<file path="src/rtl/deinterleaver_top_if.sv">
// deinterleaver_top_if: bit-stream handshakes on both sides of the deinterleaver.
// The master modport belongs to the environment, and the slave modport belongs to the deinterleaver.
interface deinterleaver_top_if;
    logic data_in;
    logic valid_in;
    logic ready_out;
    logic data_out;
    logic valid_out;
    logic ready_in;
    modport master (
        output data_in, valid_in, ready_in,
        input  ready_out, data_out, valid_out
    );
    modport slave (
        input  data_in, valid_in, ready_in,
        output ready_out, data_out, valid_out
    );
endinterface

</file>
<file path="src/rtl/deinterleaver_top.sv">
// deinterleaver_top: WiMAX 802.16 QPSK bit deinterleaver with ping-pong bit banks.
// Defining DEINT_FRAME_MARK_EN adds the last_out and blocks_out ports.
module deinterleaver_top #(
    parameter int NCBPS = 192,
    parameter int D     = 16
) (
    input logic clk,
    input logic resetN,
    deinterleaver_top_if.slave bus
`ifdef DEINT_FRAME_MARK_EN
    ,
    output logic        last_out,
    output logic [15:0] blocks_out
`endif
);
    localparam int R  = NCBPS / D;
    localparam int AW = $clog2(NCBPS);
    localparam int CW = $clog2(R);
    localparam int RW = $clog2(D);
    localparam logic [CW-1:0] COL_LAST = CW'(R - 1);
    localparam logic [RW-1:0] ROW_LAST = RW'(D - 1);
    localparam logic [8:0]    RD_LAST  = 9'(NCBPS - 1);

    logic [NCBPS-1:0] r_bank [2];
    logic [1:0]       r_full;
    logic             r_wr_bank;
    logic             r_rd_bank;
    logic [CW-1:0]    r_col;
    logic [RW-1:0]    r_row;
    logic [AW-1:0]    r_wr_addr;
    logic [8:0]       r_rd_addr;

    logic w_ready;
    logic w_valid;
    logic w_wr_beat;
    logic w_wr_last;
    logic w_rd_beat;
    logic w_rd_last;

    assign w_ready   = !r_full[r_wr_bank];
    assign w_valid   = r_full[r_rd_bank];
    assign w_wr_beat = bus.valid_in && w_ready;
    assign w_wr_last = w_wr_beat && (r_col == COL_LAST) && (r_row == ROW_LAST);
    assign w_rd_beat = w_valid && bus.ready_in;
    assign w_rd_last = w_rd_beat && (r_rd_addr == RD_LAST);

    assign bus.ready_out = w_ready;
    assign bus.valid_out = w_valid;
    assign bus.data_out  = r_bank[r_rd_bank][r_rd_addr[AW-1:0]];

    // k = D*col + row: step by D along a column, restart at the next row when col wraps
    always_ff @(posedge clk) begin
        if (!resetN) begin
            r_col     <= '0;
            r_row     <= '0;
            r_wr_addr <= '0;
        end else if (w_wr_beat) begin
            if (r_col == COL_LAST) begin
                r_col     <= '0;
                r_row     <= (r_row == ROW_LAST) ? '0 : r_row + 1'b1;
                r_wr_addr <= (r_row == ROW_LAST) ? '0 : AW'(r_row) + 1'b1;
            end else begin
                r_col     <= r_col + 1'b1;
                r_wr_addr <= r_wr_addr + AW'(D);
            end
        end
    end

    always_ff @(posedge clk) begin
        if (w_wr_beat)
            r_bank[r_wr_bank][r_wr_addr] <= bus.data_in;
    end

    // A bank being written is never full, so the two flag updates always hit different bits
    always_ff @(posedge clk) begin
        if (!resetN) begin
            r_full    <= 2'b00;
            r_wr_bank <= 1'b0;
            r_rd_bank <= 1'b0;
            r_rd_addr <= '0;
        end else begin
            if (w_wr_last) begin
                r_full[r_wr_bank] <= 1'b1;
                r_wr_bank         <= ~r_wr_bank;
            end
            if (w_rd_beat)
                r_rd_addr <= w_rd_last ? '0 : r_rd_addr + 9'd1;
            if (w_rd_last) begin
                r_full[r_rd_bank] <= 1'b0;
                r_rd_bank         <= ~r_rd_bank;
            end
        end
    end

`ifdef DEINT_FRAME_MARK_EN
    logic [15:0] r_blocks;

    assign last_out   = w_valid && (r_rd_addr == RD_LAST);
    assign blocks_out = r_blocks;

    always_ff @(posedge clk) begin
        if (!resetN)
            r_blocks <= '0;
        else if (w_rd_last)
            r_blocks <= r_blocks + 16'd1;
    end
`endif
endmodule

</file>
<file path="src/flat_wrapper.sv">
// flat-port wrapper written by rule: the top's interface ports become plain ports
module deinterleaver_top_flat 
#(
    parameter int NCBPS = 192,
    parameter int D     = 16
)
  (clk, resetN, bus_data_in, bus_valid_in, bus_ready_in, bus_ready_out, bus_data_out, bus_valid_out);
  deinterleaver_top_if bus_i ();
  input logic clk;
  input logic resetN;
  input wire logic [$bits(bus_i.data_in)-1:0] bus_data_in;
  input wire logic [$bits(bus_i.valid_in)-1:0] bus_valid_in;
  input wire logic [$bits(bus_i.ready_in)-1:0] bus_ready_in;
  output wire logic [$bits(bus_i.ready_out)-1:0] bus_ready_out;
  output wire logic [$bits(bus_i.data_out)-1:0] bus_data_out;
  output wire logic [$bits(bus_i.valid_out)-1:0] bus_valid_out;
  assign bus_i.data_in = bus_data_in;
  assign bus_i.valid_in = bus_valid_in;
  assign bus_i.ready_in = bus_ready_in;
  assign bus_ready_out = bus_i.ready_out;
  assign bus_data_out = bus_i.data_out;
  assign bus_valid_out = bus_i.valid_out;
  deinterleaver_top #(.NCBPS(NCBPS), .D(D)) u_core (.clk(clk), .resetN(resetN), .bus(bus_i));
endmodule
</file>
<file path="config.mk">
export PLATFORM = sky130hd
export DESIGN_NAME = deinterleaver_top_flat
export DESIGN_NICKNAME = d
export VERILOG_FILES = /design/src/rtl/deinterleaver_top_if.sv /design/src/rtl/deinterleaver_top.sv /design/src/flat_wrapper.sv
export SDC_FILE = /design/constraint.sdc
export NUM_CORES = 1
export LEC_CHECK = 0
export ABC_AREA = 1
export ABC_CLOCK_PERIOD_IN_PS = 5700
export CAP_MARGIN = 30
export CELL_PAD_IN_SITES_DETAIL_PLACEMENT = 1
export CELL_PAD_IN_SITES_GLOBAL_PLACEMENT = 1
export CORE_UTILIZATION = 50
export CTS_BUF_LIST = sky130_fd_sc_hd__clkbuf_8
export CTS_CLUSTER_SIZE = 12
export DETAILED_ROUTE_END_ITERATION = 7
export PLACE_DENSITY_LB_ADDON = 0.1
export SLEW_MARGIN = 20
export SYNTH_ARGS = -nofsm -noshare
export SYNTH_HDL_FRONTEND = slang
export SYNTH_SLANG_ARGS = --single-unit
</file>
<file path="constraint.sdc">
create_clock -name clk -period 5.7 [get_ports clk]
set_clock_uncertainty 0.1 [all_clocks]
set_input_delay 1.14 -clock clk [delete_from_list [all_inputs] [get_ports clk]]
set_output_delay 1.14 -clock clk [all_outputs]
set_load 0.1 [all_outputs]
</file>
Yosys cells after proc, flatten, opt, wreduce, memory -nomap -nowiden --
Memory sizes are Yosys's and may differ from the RTL's. A register that Yosys moved wholly into a read port is not among the register bits. Cells that the tools add are included.
Operators by class: add/subtract/negate cells 5, magnitude comparators 7, eq/ne operators 3, muxes and demuxes 24, bitwise logic cells 5, reduce and logical (&&, ||, !) cells 10
Operators by type and width (number):
- $mux W192 | 1
- $lt A8 B9 Y1 const B | 2
- $mux W8 | 2
- $mux W1 | 11
- $add A9 B1 Y9 const B | 1
- $eq A9 B8 Y1 const B | 1
- $mux W9 | 1
- $add A4 B1 Y4 const B | 2
- $add A8 B5 Y8 const B | 1
- $bmux W1 S8 | 1
- $demux W1 S8 | 1
- $eq A4 B4 Y1 const B | 2
- $ge A8 B1 Y1 const B | 1
- $logic_and A1 B1 Y1 | 8
- $mux W4 | 2
- $mux W2 | 3
- $add A4 B1 Y5 const B | 1
- $lt A1 B2 Y1 const B | 2
- $and A2 B2 Y2 | 1
- $demux W1 S1 | 2
- $ge A1 B1 Y1 const B | 2
- $not A1 Y1 | 2
- $not A2 Y2 | 1
- $or A2 B2 Y2 | 1
- other kinds (2) | 2
Word-level totals: flip-flop bits (word level) 29, bits in writable memories 384, output and inout bits 3, word-level logic and storage cells 62, memories kept 1
Memory list:
- u_core.r_bank | words 2, width 192, rd ports 1, clocked after Yosys merged registers in 1, wr ports 1, RTL line deinterleaver_top.sv:24 | logic [NCBPS-1:0] r_bank [2];

Longest topological paths before layout --
word-level depth 10, depth in mapped cells 17, mapped depth without buffers 15

Worst setup path after synthesis --
Ideal clock, no wire load.
path type register -> output, start point register u_core.r_rd_addr[0], end point output port bus_data_out, arrival time 2090 ps, setup slack 2370 ps, cell stages (with the launch flop) 13, buffers on the path 2, path through dfxtp_1 -> buf_4 -> clkbuf_1 -> o21ai_0 -> o211ai_1 -> nand3_1 -> nand2_1 -> nand2_1 -> nand3_1 -> nand3_1 -> nand2_1 -> nand2_1 -> nand2_1
On the way: word-level cells in the longest chain between the ends 2
RTL lines:
- from (decl) | RTL line deinterleaver_top.sv:31 | logic [8:0] r_rd_addr;
- from (signal assigned) | RTL line deinterleaver_top.sv:87 | r_rd_addr <= w_rd_last ? '0 : r_rd_addr + 9'd1;
- $bmux W1 S8 | RTL line deinterleaver_top.sv:49 | assign bus.data_out = r_bank[r_rd_bank][r_rd_addr[AW-1:0]];
- $mux W1 (implied by the code) | RTL line deinterleaver_top.sv:49
- to (decl) | RTL line flat_wrapper.sv:15 | output wire logic [$bits(bus_i.data_out)-1:0] bus_data_out;
No other way between the ends. The select of a mux whose other input is x is not followed.

==> key figures <==
Synthesis
  • Synth top area share: 0.595
  • Post-synth EDFFs: roughly 380
  • Synthesized area: a little under 0.02 mm^2
  • Seq cells post-synth: ~410
  • Synth unique cells: 33
  • Synthesis Warnings: 0
  • Seq/Total Area, Yosys: 0.626
  • Synth area leaders: edfxtp_1, nor3_1, nand2_1
  • Syn_area_per_cell: between 9 and 10 um^2
  • Post-Syn Instances: approximately 2k
  • Async set-reset flop share out of synthesis: 0
  • Cell taking the most area after synthesis: edfxtp_1
  • Synthesized Nets: about 2.0k
  • Ys flop type: edfxtp_1

Detailed routing
  • DR DRC count: 0
  • Pre-antenna DRT Iters: 5
  • Via count: roughly 15k
  • WL final: 54,600 um
  • Vias per cell: 6.00
  • Routed WL per cell: around 22 um
  • Final ANT Viol Nets: 0
  • Initial DRC Count: ~1.0k

Clock tree
  • # Post-CTS Setup Buffers: 0
  • CTS Hold Buffers Added: 0
  • Clock Sinks: approximately 410
  • TritonCTS Buffers: 72
  • Clock transition at path regs: approximately 0.050 ns
  • CTS tree: done
  • Clock Path Buffers: 3
  • Clock root buffer: clkbuf_8
  • Clk Latency, worst-skew pair: about 0.62 ns
  • Htree depth: 3
  • Post_cts resized: 0

Timing
  • Fin crit period: between 4 and 5 ns
  • Worst setup margin: roughly 0.85 ns
  • Hold Vio Cnt, Final: 0
  • Relative slew slack: 0.275
  • Slew Limit Fails: 0
  • # setup viols final: 0
  • Unrepaired setup endpoints after global routing: false
  • Worst-Margin Slew: around 1.1 ns
  • Total negative setup slack: 0 ns
  • Tcrit/Tclk final: 0.851
  • Fmax: just over 0.2 GHz
  • Final Hold Slack: ~0.39 ns

Global routing
  • Overflow after GRT: 0
  • Antenna violations before repair: 0
  • Number of global-route vias before repair: between 15k and 20k
  • Total track usage: 0.285
  • Largest net degree at the start of global routing: about 200
  • First-pass GRT wire length: roughly 86,000 um

Worst setup path
  • Crit path capture type: output pin
  • CP required: between 4 and 5 ns
  • Worst-path fanout max: between 80 and 90
  • Worst setup SP type: flip-flop
  • Crit path kind: flip-flop to output pin
  • WP data arrival: approximately 3.6 ns

Pwr
  • Proportion of power drawn by flip-flops and latches: 0.558
  • Comb pwr share: 0.017
  • Internal power: about 4.7 mW
  • Switching Share: 0.218
  • PD cells: roughly 280 mW/mm^2
  • Peak VDD IR: around 180 uV
  • Clock power frac: 0.425
  • Net Sw Power: approximately 1.3 mW
  • Leak pwr: 6.95 nW

Floorplan
  • Cell Rows: 71
  • Chip height: a little under 200 um
  • CORE AREA: between 0.03 and 0.04 mm^2
  • Io pins: 8
  • Die footprint: 0.0396 mm^2
  • Initial Utilization: 0.511
  • Die X-Extent: about 200 um

Place
  • Post-DP HPWL: slightly below 30,000 um
  • Pre-CTS setup slack: 1.47 ns
  • Routability congestion estimate: between 0.7 and 0.8
  • Input/output buffers: 7

Final layout
  • Nets: roughly 1.9k
  • Core Util, Final: 0.555
  • Area grow syn2layout: 8.64%
  • Share of cells above drive strength 1: 0.0763
  • Ant diodes: 0

Run status
  • Status: completed

Job
  • Max Cap Viol: 0

Worst hold path
  • Worst Hold Class: flip-flop to flip-flop
## cell usage after synthesis (5+ instances only)
library cell,number
nand2_1,349
clkbuf_1,123
nand3_1,206
o21ai_1,22
o211ai_1,22
buf_6,5
nor3_1,375
inv_2,6
ha_1,7
o21ai_0,84
buf_2,46
edfxtp_1,384
o221ai_1,18
nor2_1,169
inv_1,71
buf_4,16
dfxtp_1,30
a21oi_1,21
## layout make-up
| type | count | area (um^2) |
|---|---|---|
| clock buffer | 80 | 1100 |
| clock inverter | 45 | 209 |
| fill | 4236 | 16900 |
| inverter | 80 | 310 |
| multi-input combinational | 1296 | 6080 |
| sequential | 414 | 12100 |
| tap | 511 | 639 |
| timing repair buffer | 50 | 581 |
## final timing paths
check / from / endpoint / slack (ns) / cells past startpoint
max: flip-flop / bus_data_out / 0.85 / 15
min: u_core.r_col[3] / u_core.r_col[3] / 0.39 / 2
max reg2reg: u_core.r_wr_bank / u_core.r_bank[1][4] / 2.23 / 10
min reg2reg: u_core.r_col[3] / u_core.r_col[3] / 0.39 / 2
## sequential cells by signal, summed over array words and instances, names as in the netlist, named ones only
name and cells:
u_core.r_full 2, u_core.r_col 4, u_core.r_rd_bank 1, u_core.r_rd_addr 9
u_core.r_wr_addr 8, u_core.r_bank 384, u_core.r_wr_bank 1, u_core.r_row 4
## stage by stage
step / std cells / total power, mW / cell area, um^2
floorplan: 1983 / 3.43 / 19400
global placement: 2337 / 3.48 / 19500
detailed placement: 2349 / 3.49 / 19700
CTS: 2474 / 6.01 / 21000
global route: 2476 / 6.14 / 21100
finish: 2476 / 5.95 / 21100
## power by group through the flow
| stage | Sequential, mW | Clock [mW] | Combinational, mW |
|---|---|---|---|
| 6_report | 3.32 | 2.53 | 0.0993 |
| 5_1_grt | 3.32 | 2.71 | 0.108 |
| 4_1_cts | 3.32 | 2.59 | 0.100 |
| 3_5_place_dp | 3.39 | 0 | 0.100 |
| 3_3_place_gp | 3.39 | 0 | 0.0967 |
| 2_1_floorplan | 3.39 | 0 | 0.0393 |
## per-layer routing
metal,GRT usage,share of wire,wire [um]
met2,0.493,0.50,27200
met4,0.0997,0.021,1150
met5,0,0,0
met3,0.0422,0.053,2870
met1,0.364,0.43,23400
## cell usage in the layout, fill, tap and decap left out, types with 3 or more instances in the layout
master / n
edfxtp_1: 384
nor3_1: 375
nand2_1: 348
nand3_1: 206
nor2_1: 169
inv_1: 98
o21ai_0: 84
clkbuf_8: 80
buf_4: 26
dfxtp_1: 26
o21ai_1: 22
o211ai_1: 22
a21oi_1: 21
o221ai_1: 18
clkinv_1: 14
buf_8: 12
ha_1: 7
inv_2: 5
clkdlybuf4s50_1: 5
buf_12: 5
nand4_1: 4
nor3_2: 3
xor2_1: 3
dfxtp_4: 3
clkinvlp_4: 3
## critical path, cell delays in order, from the launching register on
cell	delay, ns
dfxtp_4	0.36
inv_6	0.53
buf_12	0.34
nand2_1	0.09
nand2_1	0.07
nand2_1	0.05
nand3_1	0.11
nand3_1	0.09
a21oi_1	0.39
nor2_1	0.10
nand2_1	0.07
nand3_1	0.07
nand2_1	0.12
nand2_1	0.07
nand2_1	0.12
buf_4	0.31
## cells by family (layout without fill, tap and decap cells)
| kind of cell | Yosys count | count (layout) | synth area share |
|---|---|---|---|
| xor+xnor | 3 | 3 | 0.00136 |
| compound gates | 173 | 173 | 0.0518 |
| simple gates | 1113 | 1113 | 0.256 |
| buf+inv | 273 | 255 | 0.0609 |
| fa+ha+maj | 7 | 7 | 0.00452 |
| flops | 414 | 414 | 0.626 |
Note: power is estimated with default switching activity, not from simulation.
